`src/rtl/mem_arb_pkg.sv`:
```
// mem_arb_pkg: shared types and constants for the memory bus arbiter.
//   arb_state_t : sequencer states (IDLE, DATA, FETCH, STEP, HALT)
//   ADDR_W      : bus/core address width
//   DATA_W      : bus/core data width
//   BE_W        : byte-enable width
//   BE_WORD     : full-word byte-enable used for instruction fetches
package mem_arb_pkg;

    localparam int ADDR_W = 32;
    localparam int DATA_W = 32;
    localparam int BE_W   = 4;

    localparam logic [BE_W-1:0] BE_WORD = 4'hF;

    typedef enum logic [2:0] {
        IDLE  = 3'd0,
        DATA  = 3'd1,
        FETCH = 3'd2,
        STEP  = 3'd3,
        HALT  = 3'd4
    } arb_state_t;

    // A data phase is needed whenever the core asks for a load or a store.
    function automatic logic is_data_req(input logic rd, input logic wr);
        return rd | wr;
    endfunction

endpackage

```
`src/rtl/arb_wait_timer.sv`:
```
// arb_wait_timer: counts consecutive stalled cycles of one bus transaction.
//   clk       in  : clock
//   reset     in  : synchronous active-high reset
//   clear     in  : restart the count (new transaction starts)
//   count_en  in  : this cycle is a stalled strobe cycle (waitrequest & strobe)
//   expired   out : this stalled cycle is the TIMEOUT_CYCLES-th in a row
module arb_wait_timer #(
    parameter int TIMEOUT_CYCLES = 255,
    parameter int CNT_W          = 8
) (
    input  logic clk,
    input  logic reset,
    input  logic clear,
    input  logic count_en,
    output logic expired
);

    // Count value held during the last permitted stalled cycle.
    localparam logic [CNT_W-1:0] LAST = CNT_W'(TIMEOUT_CYCLES - 1);

    logic [CNT_W-1:0] count;

    // Stall counter: clear wins over increment.
    always_ff @(posedge clk) begin
        if (reset) begin
            count <= '0;
        end else if (clear) begin
            count <= '0;
        end else if (count_en) begin
            count <= count + CNT_W'(1);
        end else begin
            count <= count;
        end
    end

    // Flag raised combinationally so the FSM leaves on the same edge that
    // would otherwise have counted the TIMEOUT_CYCLES-th stall.
    always_comb begin
        expired = count_en & (count == LAST);
    end

endmodule

```
`src/rtl/mem_bus_arbiter.sv`:
```
// mem_bus_arbiter: lets a single-cycle Harvard core share one word-addressed
// Avalon-style bus with wait-states. Each step: optional data access, one
// instruction fetch, then a single-cycle core clock enable.
//   clk, reset             : clock, synchronous active-high reset
//   enable, cpu_active     : run gates, only honoured in IDLE
//   cpu_instr_address      : fetch address
//   cpu_data_*             : data address/read/write/store data
//   cpu_byte_enable        : data byte lanes
//   cpu_clk_enable     out : one-cycle step pulse to the core
//   cpu_instr_readdata out : registered fetched word
//   cpu_data_readdata  out : registered load word
//   bus_*              out : registered bus request (address/strobes/data/lanes)
//   bus_waitrequest, bus_readdata in : slave response
//   bus_error          out : sticky transaction-timeout flag
module mem_bus_arbiter
    import mem_arb_pkg::*;
#(
    parameter int TIMEOUT_CYCLES = 255,
    parameter int CNT_W          = 8
) (
    input  logic              clk,
    input  logic              reset,
    input  logic              enable,
    input  logic              cpu_active,
    input  logic [ADDR_W-1:0] cpu_instr_address,
    input  logic [ADDR_W-1:0] cpu_data_address,
    input  logic              cpu_data_read,
    input  logic              cpu_data_write,
    input  logic [DATA_W-1:0] cpu_data_writedata,
    input  logic [BE_W-1:0]   cpu_byte_enable,
    output logic              cpu_clk_enable,
    output logic [DATA_W-1:0] cpu_instr_readdata,
    output logic [DATA_W-1:0] cpu_data_readdata,
    output logic [ADDR_W-1:0] bus_address,
    output logic              bus_read,
    output logic              bus_write,
    output logic [DATA_W-1:0] bus_writedata,
    output logic [BE_W-1:0]   bus_byteenable,
    input  logic              bus_waitrequest,
    input  logic [DATA_W-1:0] bus_readdata,
    output logic              bus_error
);

    arb_state_t state;
    arb_state_t next_state;

    logic start_data;
    logic start_fetch;
    logic cap_data;
    logic cap_instr;
    logic step_next;
    logic err_set;
    logic read_next;
    logic write_next;
    logic timer_clear;
    logic count_en;
    logic expired;

    // Timer restarts whenever a new transaction is latched.
    always_comb begin
        timer_clear = start_data | start_fetch;
        count_en    = bus_waitrequest & (bus_read | bus_write);
    end

    arb_wait_timer #(
        .TIMEOUT_CYCLES (TIMEOUT_CYCLES),
        .CNT_W          (CNT_W)
    ) u_wait_timer (
        .clk      (clk),
        .reset    (reset),
        .clear    (timer_clear),
        .count_en (count_en),
        .expired  (expired)
    );

    // FSM state register.
    always_ff @(posedge clk) begin
        if (reset) begin
            state <= IDLE;
        end else begin
            state <= next_state;
        end
    end

    // Next-state logic and next values of the registered strobes/controls.
    always_comb begin
        next_state  = state;
        start_data  = 1'b0;
        start_fetch = 1'b0;
        cap_data    = 1'b0;
        cap_instr   = 1'b0;
        step_next   = 1'b0;
        err_set     = 1'b0;
        read_next   = 1'b0;
        write_next  = 1'b0;
        case (state)
            IDLE: begin
                if (enable && cpu_active) begin
                    if (is_data_req(cpu_data_read, cpu_data_write)) begin
                        next_state = DATA;
                        start_data = 1'b1;
                        // A simultaneous read+write request is served as a write.
                        write_next = cpu_data_write;
                        read_next  = ~cpu_data_write;
                    end else begin
                        next_state  = FETCH;
                        start_fetch = 1'b1;
                        read_next   = 1'b1;
                    end
                end else begin
                    next_state = IDLE;
                end
            end
            DATA: begin
                if (expired) begin
                    next_state = HALT;
                    err_set    = 1'b1;
                end else if (!bus_waitrequest) begin
                    // Data phase done: the fetch read is issued on the same edge.
                    next_state  = FETCH;
                    start_fetch = 1'b1;
                    cap_data    = bus_read;
                    read_next   = 1'b1;
                end else begin
                    read_next  = bus_read;
                    write_next = bus_write;
                end
            end
            FETCH: begin
                if (expired) begin
                    next_state = HALT;
                    err_set    = 1'b1;
                end else if (!bus_waitrequest) begin
                    next_state = STEP;
                    cap_instr  = 1'b1;
                    step_next  = 1'b1;
                end else begin
                    read_next = 1'b1;
                end
            end
            STEP: begin
                next_state = IDLE;
            end
            HALT: begin
                next_state = HALT;
            end
            default: begin
                next_state = IDLE;
            end
        endcase
    end

    // Registered bus request, core step pulse, readdata and error flag.
    always_ff @(posedge clk) begin
        if (reset) begin
            bus_read           <= 1'b0;
            bus_write          <= 1'b0;
            bus_address        <= '0;
            bus_writedata      <= '0;
            bus_byteenable     <= '0;
            cpu_clk_enable     <= 1'b0;
            cpu_instr_readdata <= '0;
            cpu_data_readdata  <= '0;
            bus_error          <= 1'b0;
        end else begin
            bus_read       <= read_next;
            bus_write      <= write_next;
            cpu_clk_enable <= step_next;
            bus_error      <= bus_error | err_set;
            if (start_data) begin
                bus_address    <= cpu_data_address;
                bus_byteenable <= cpu_byte_enable;
                bus_writedata  <= cpu_data_writedata;
            end else if (start_fetch) begin
                bus_address    <= cpu_instr_address;
                bus_byteenable <= BE_WORD;
            end
            if (cap_data) begin
                cpu_data_readdata <= bus_readdata;
            end
            if (cap_instr) begin
                cpu_instr_readdata <= bus_readdata;
            end
        end
    end

endmodule

```
`config.mk`:
```
export PLATFORM = sky130hd
export DESIGN_NAME = mem_bus_arbiter
export DESIGN_NICKNAME = d
export VERILOG_FILES = /design/src/rtl/mem_arb_pkg.sv /design/src/rtl/arb_wait_timer.sv /design/src/rtl/mem_bus_arbiter.sv
export SDC_FILE = /design/constraint.sdc
export NUM_CORES = 1
export LEC_CHECK = 0
export ABC_AREA = 1
export CAP_MARGIN = 25
export CORE_UTILIZATION = 40
export CTS_BUF_LIST = sky130_fd_sc_hd__clkbuf_8 sky130_fd_sc_hd__clkbuf_16
export DETAILED_ROUTE_END_ITERATION = 10
export PLACE_DENSITY_LB_ADDON = 0.25
export REMOVE_ABC_BUFFERS = 1
export SYNTH_ARGS = -nofsm -noshare
export SYNTH_HDL_FRONTEND = slang
export SYNTH_SLANG_ARGS = --single-unit
```
`constraint.sdc`:
```
create_clock -name clk -period 1.5 [get_ports clk]
set_input_delay 0.15 -clock clk [delete_from_list [all_inputs] [get_ports clk]]
set_output_delay 0.15 -clock clk [all_outputs]
set_load 0.01 [all_outputs]
```
==> impl_results.md <==
- Initial DRC Count: 305
- Synthesis warning total: 0
- Clock Tree Root: clkbuf_16
- Core box area: 13900 um^2
- CTS tree: built
- Largest family of logic cells by synthesized area: simple AND/OR/NAND/NOR gates
- Area share of and/or/nand/nor cells after synthesis: 0.224
- Status: finished, violations left
- # IOs: 275
- Largest net degree at the start of global routing: 85
- Design area: 9670 um^2
- Worst path cell trace: inv_2 > nor3_4 > nand2_2 > nor2_4 > buf_12 > buf_12 > clkbuf_16 > o21ai_1 > nor2_1
- Most used cell, CP: buf_12
- Layout Skew: 0.00827 ns
- Post-route minimum period: 1.55 ns
- Post-synthesis compound-gate area fraction: 0.180
- Worst-Margin Slew: 0.442 ns
- Crit start category: flip-flop
- Wire per inst: 14.6 um
- Adder-cell share of the synthesized area: 0.00437
- Leak pwr: 4.73 nW
- Vias in the first global route: 5544
- Die W: 122 um
- Violated checks: setup timing
- Ys flop type: dfxtp_1
- Post-synth top area cell: dfxtp_1
- R2R Path Start: state[0]
- Final period utilization: 1.03
- Layout cells sized above 1: 0.0895
- Area after DPL: 8810 um^2
- Gr ovfl total: 0
- Routability Congestion: 0.831
- Worst skew pair latency: 0.42 ns
- Post-synth EDFFs: 0
- Final WL: 18200 um
- Crit path arrival time: 1.90 ns
- Via count: 6034
- DP Worst Slack: -0.209 ns
- Crit path max fanout: 8
- Seq/Total Area, Yosys: 0.513
- Share of the synthesized area in the top cell type: 0.513
- Antenna violations before repair: 0
- H-tree Lvls: 4
- Area delta synth->final: 68.7%
- Slew margin rel.: 0.705
- Area contributors post-synth: dfxtp_1, nor2_1, o21ai_1
- Unique masters post-synth: 24
- Worst Path Buf+Inv: 4
- Crit-path max cell delay: 0.34 ns
- FP Rows: 43
- Post-DP HPWL: 12100 um
- Vias per cell: 4.86
- CP top delay family: simple AND/OR/NAND/NOR gates
- CP Launch Point: state[0]
- CTS buffer count: 17
- Clock slew seen by the registers of the worst setup and hold paths: 0.06 ns
- Die Span Y: 122 um
- Die area: 14800 um^2
- Synth async-reset ratio: 0
- Final Hold Fails: 0
- Netlist Area Pre-Place: 5730 um^2
- Clock sink count: 147
- Fillcell total: 1141
- Nets: 1190
- CTS max path bufs: 2
- WP data required: 1.85 ns
- Final worst slack: -0.0467 ns
- Ant diodes: 0
- DRC violation count after routing: 0
- Mux share of post-synthesis cell area: 0
- Drt pass-1 iters: 5
- Power per cell area: 1080 nW/um^2
- Syn avg cell area: 7.43 um^2
- Total track usage: 0.240
- DRT antenna net count: 0
- Setup TNS: -0.525 ns
- Max Slew Vio Count: 0
- Crit-path slowest cell: dfxtp_2
- Syn Inst Count: 771
- Worst hold path class: input pin to flip-flop
- Fmax achieved: 647 MHz
- Max_cap viols: 0
- Yosys reg bits: 147
- RSZ-0062 raised after global routing: yes
- Post-synthesis xor/xnor area fraction: 0
- Crit end category: flip-flop
- Global-route wire length before repair: 27400 um
- Setup Viol. Count Final: 17
- Hold path startpoint: bus_readdata[5]
- Peak supply drop: 0.776 mV
- Fin Hold WS: 0.343 ns
- # port buffers: 274
- Initial Util: 0.411
- Crit Path Category: flip-flop to flip-flop
-- worst paths after layout --
kind / slack [ns] / cells past startpoint / endpoint
max: -0.05 / 9 / cpu_data_readdata[26]
min: 0.34 / 3 / cpu_instr_readdata[5]
max reg2reg: -0.05 / 9 / cpu_data_readdata[26]
min reg2reg: 0.46 / 2 / cpu_instr_readdata[23]
-- worst reg2reg max path: stages (launching register included) --
cell,delay (ns)
dfxtp_2,0.34
inv_2,0.05
nor3_4,0.24
nand2_2,0.14
nor2_4,0.15
buf_12,0.14
buf_12,0.11
clkbuf_16,0.15
o21ai_1,0.07
nor2_1,0.10
-- logic make-up after synthesis --
kind of cell,Yosys count
adders and majority gates,2
AOI/OAI and AO/OA,206
buffers and inverters,105
and+or+nand+nor,311
DFF,147
-- stage by stage --
step           power [mW]  cells   util
3_3_place_gp         6.72   1202  0.632
2_1_floorplan        5.35    720      -
6_report             10.5   1242  0.694
5_1_grt              11.0   1242  0.694
4_1_cts              10.5   1234  0.670
3_5_place_dp         6.75   1202  0.632
-- area by class of cell --
type | instances | area, um^2 | share of cell area
Timing Repair Buffer | 310 | 3370 | 0.348
Sequential cell | 147 | 2940 | 0.304
Multi-Input combinational cell | 519 | 2390 | 0.248
Clock buffer | 18 | 439 | 0.0454
Tap cell | 180 | 225 | 0.0233
Inverter | 54 | 210 | 0.0217
Clock inverter | 14 | 88.8 | 0.00919
-- flip-flops by register name, indices dropped and copies added, names as in the netlist --
name                flops
bus_address            32
bus_byteenable          4
bus_error               1
bus_read                1
bus_write               1
bus_writedata          32
cpu_clk_enable          1
cpu_data_readdata      32
cpu_instr_readdata     32
state                   3
u_wait_timer.count      8
-- cell usage in the layout (no fill, tap or decap), drive strengths merged --
| master | netlist | final |
|---|---|---|
| clkdlybuf4s50 | 0 | 217 |
| nor2 | 160 | 160 |
| dfxtp | 147 | 147 |
| o21ai | 135 | 135 |
| nand2 | 100 | 100 |
| a21oi | 71 | 71 |
| inv | 54 | 57 |
| dlymetal6s2s | 0 | 51 |
| nand3 | 41 | 41 |
| buf | 29 | 34 |
| clkbuf | 22 | 20 |
| clkinv | 0 | 9 |
| dlygate4sd2 | 0 | 6 |
| nand4 | 3 | 3 |
| nor3b | 2 | 2 |
| ha | 2 | 2 |
| clkinvlp | 0 | 2 |
| nor3 | 2 | 2 |
| or2 | 2 | 2 |
| nand3b | 1 | 1 |
-- repair_timing --
item,in CTS,in global routing
setup buffers,0,5
endpoints found under the hold margin,0,0
pin swaps,0,10
setup endpoints to repair,21,129
resized for setup,9,70
hold buffers,0,0
cloned,0,3
-- Yosys cell counts, types with 3 or more instances --
| library cell | n |
|---|---|
| nand2_1 | 98 |
| nor2_1 | 156 |
| buf_4 | 9 |
| o21ai_0 | 47 |
| inv_2 | 6 |
| o21ai_1 | 88 |
| clkbuf_1 | 22 |
| a21oi_1 | 71 |
| buf_2 | 19 |
| dfxtp_1 | 147 |
| inv_1 | 48 |
| nand3_1 | 41 |
| nand4_1 | 3 |
-- metal layers --
layer	part of all wire	track usage	wire length (um)	up-vias
met5	0	0	0	-
li1	-	-	-	3064
met3	0.058	0.0801	1050	29
met1	0.42	0.278	7620	2768
met4	0.021	0.0864	388	0
met2	0.50	0.410	9120	173
-- where the power goes --
| part | switching (mW) | internal (mW) |
|---|---|---|
| clock | 1.66 | 2.14 |
| combinational | 1.08 | 1.20 |
| sequential | 0.162 | 4.22 |
| total | 2.90 | 7.56 |
Note: power is estimated with default switching activity, not from simulation.
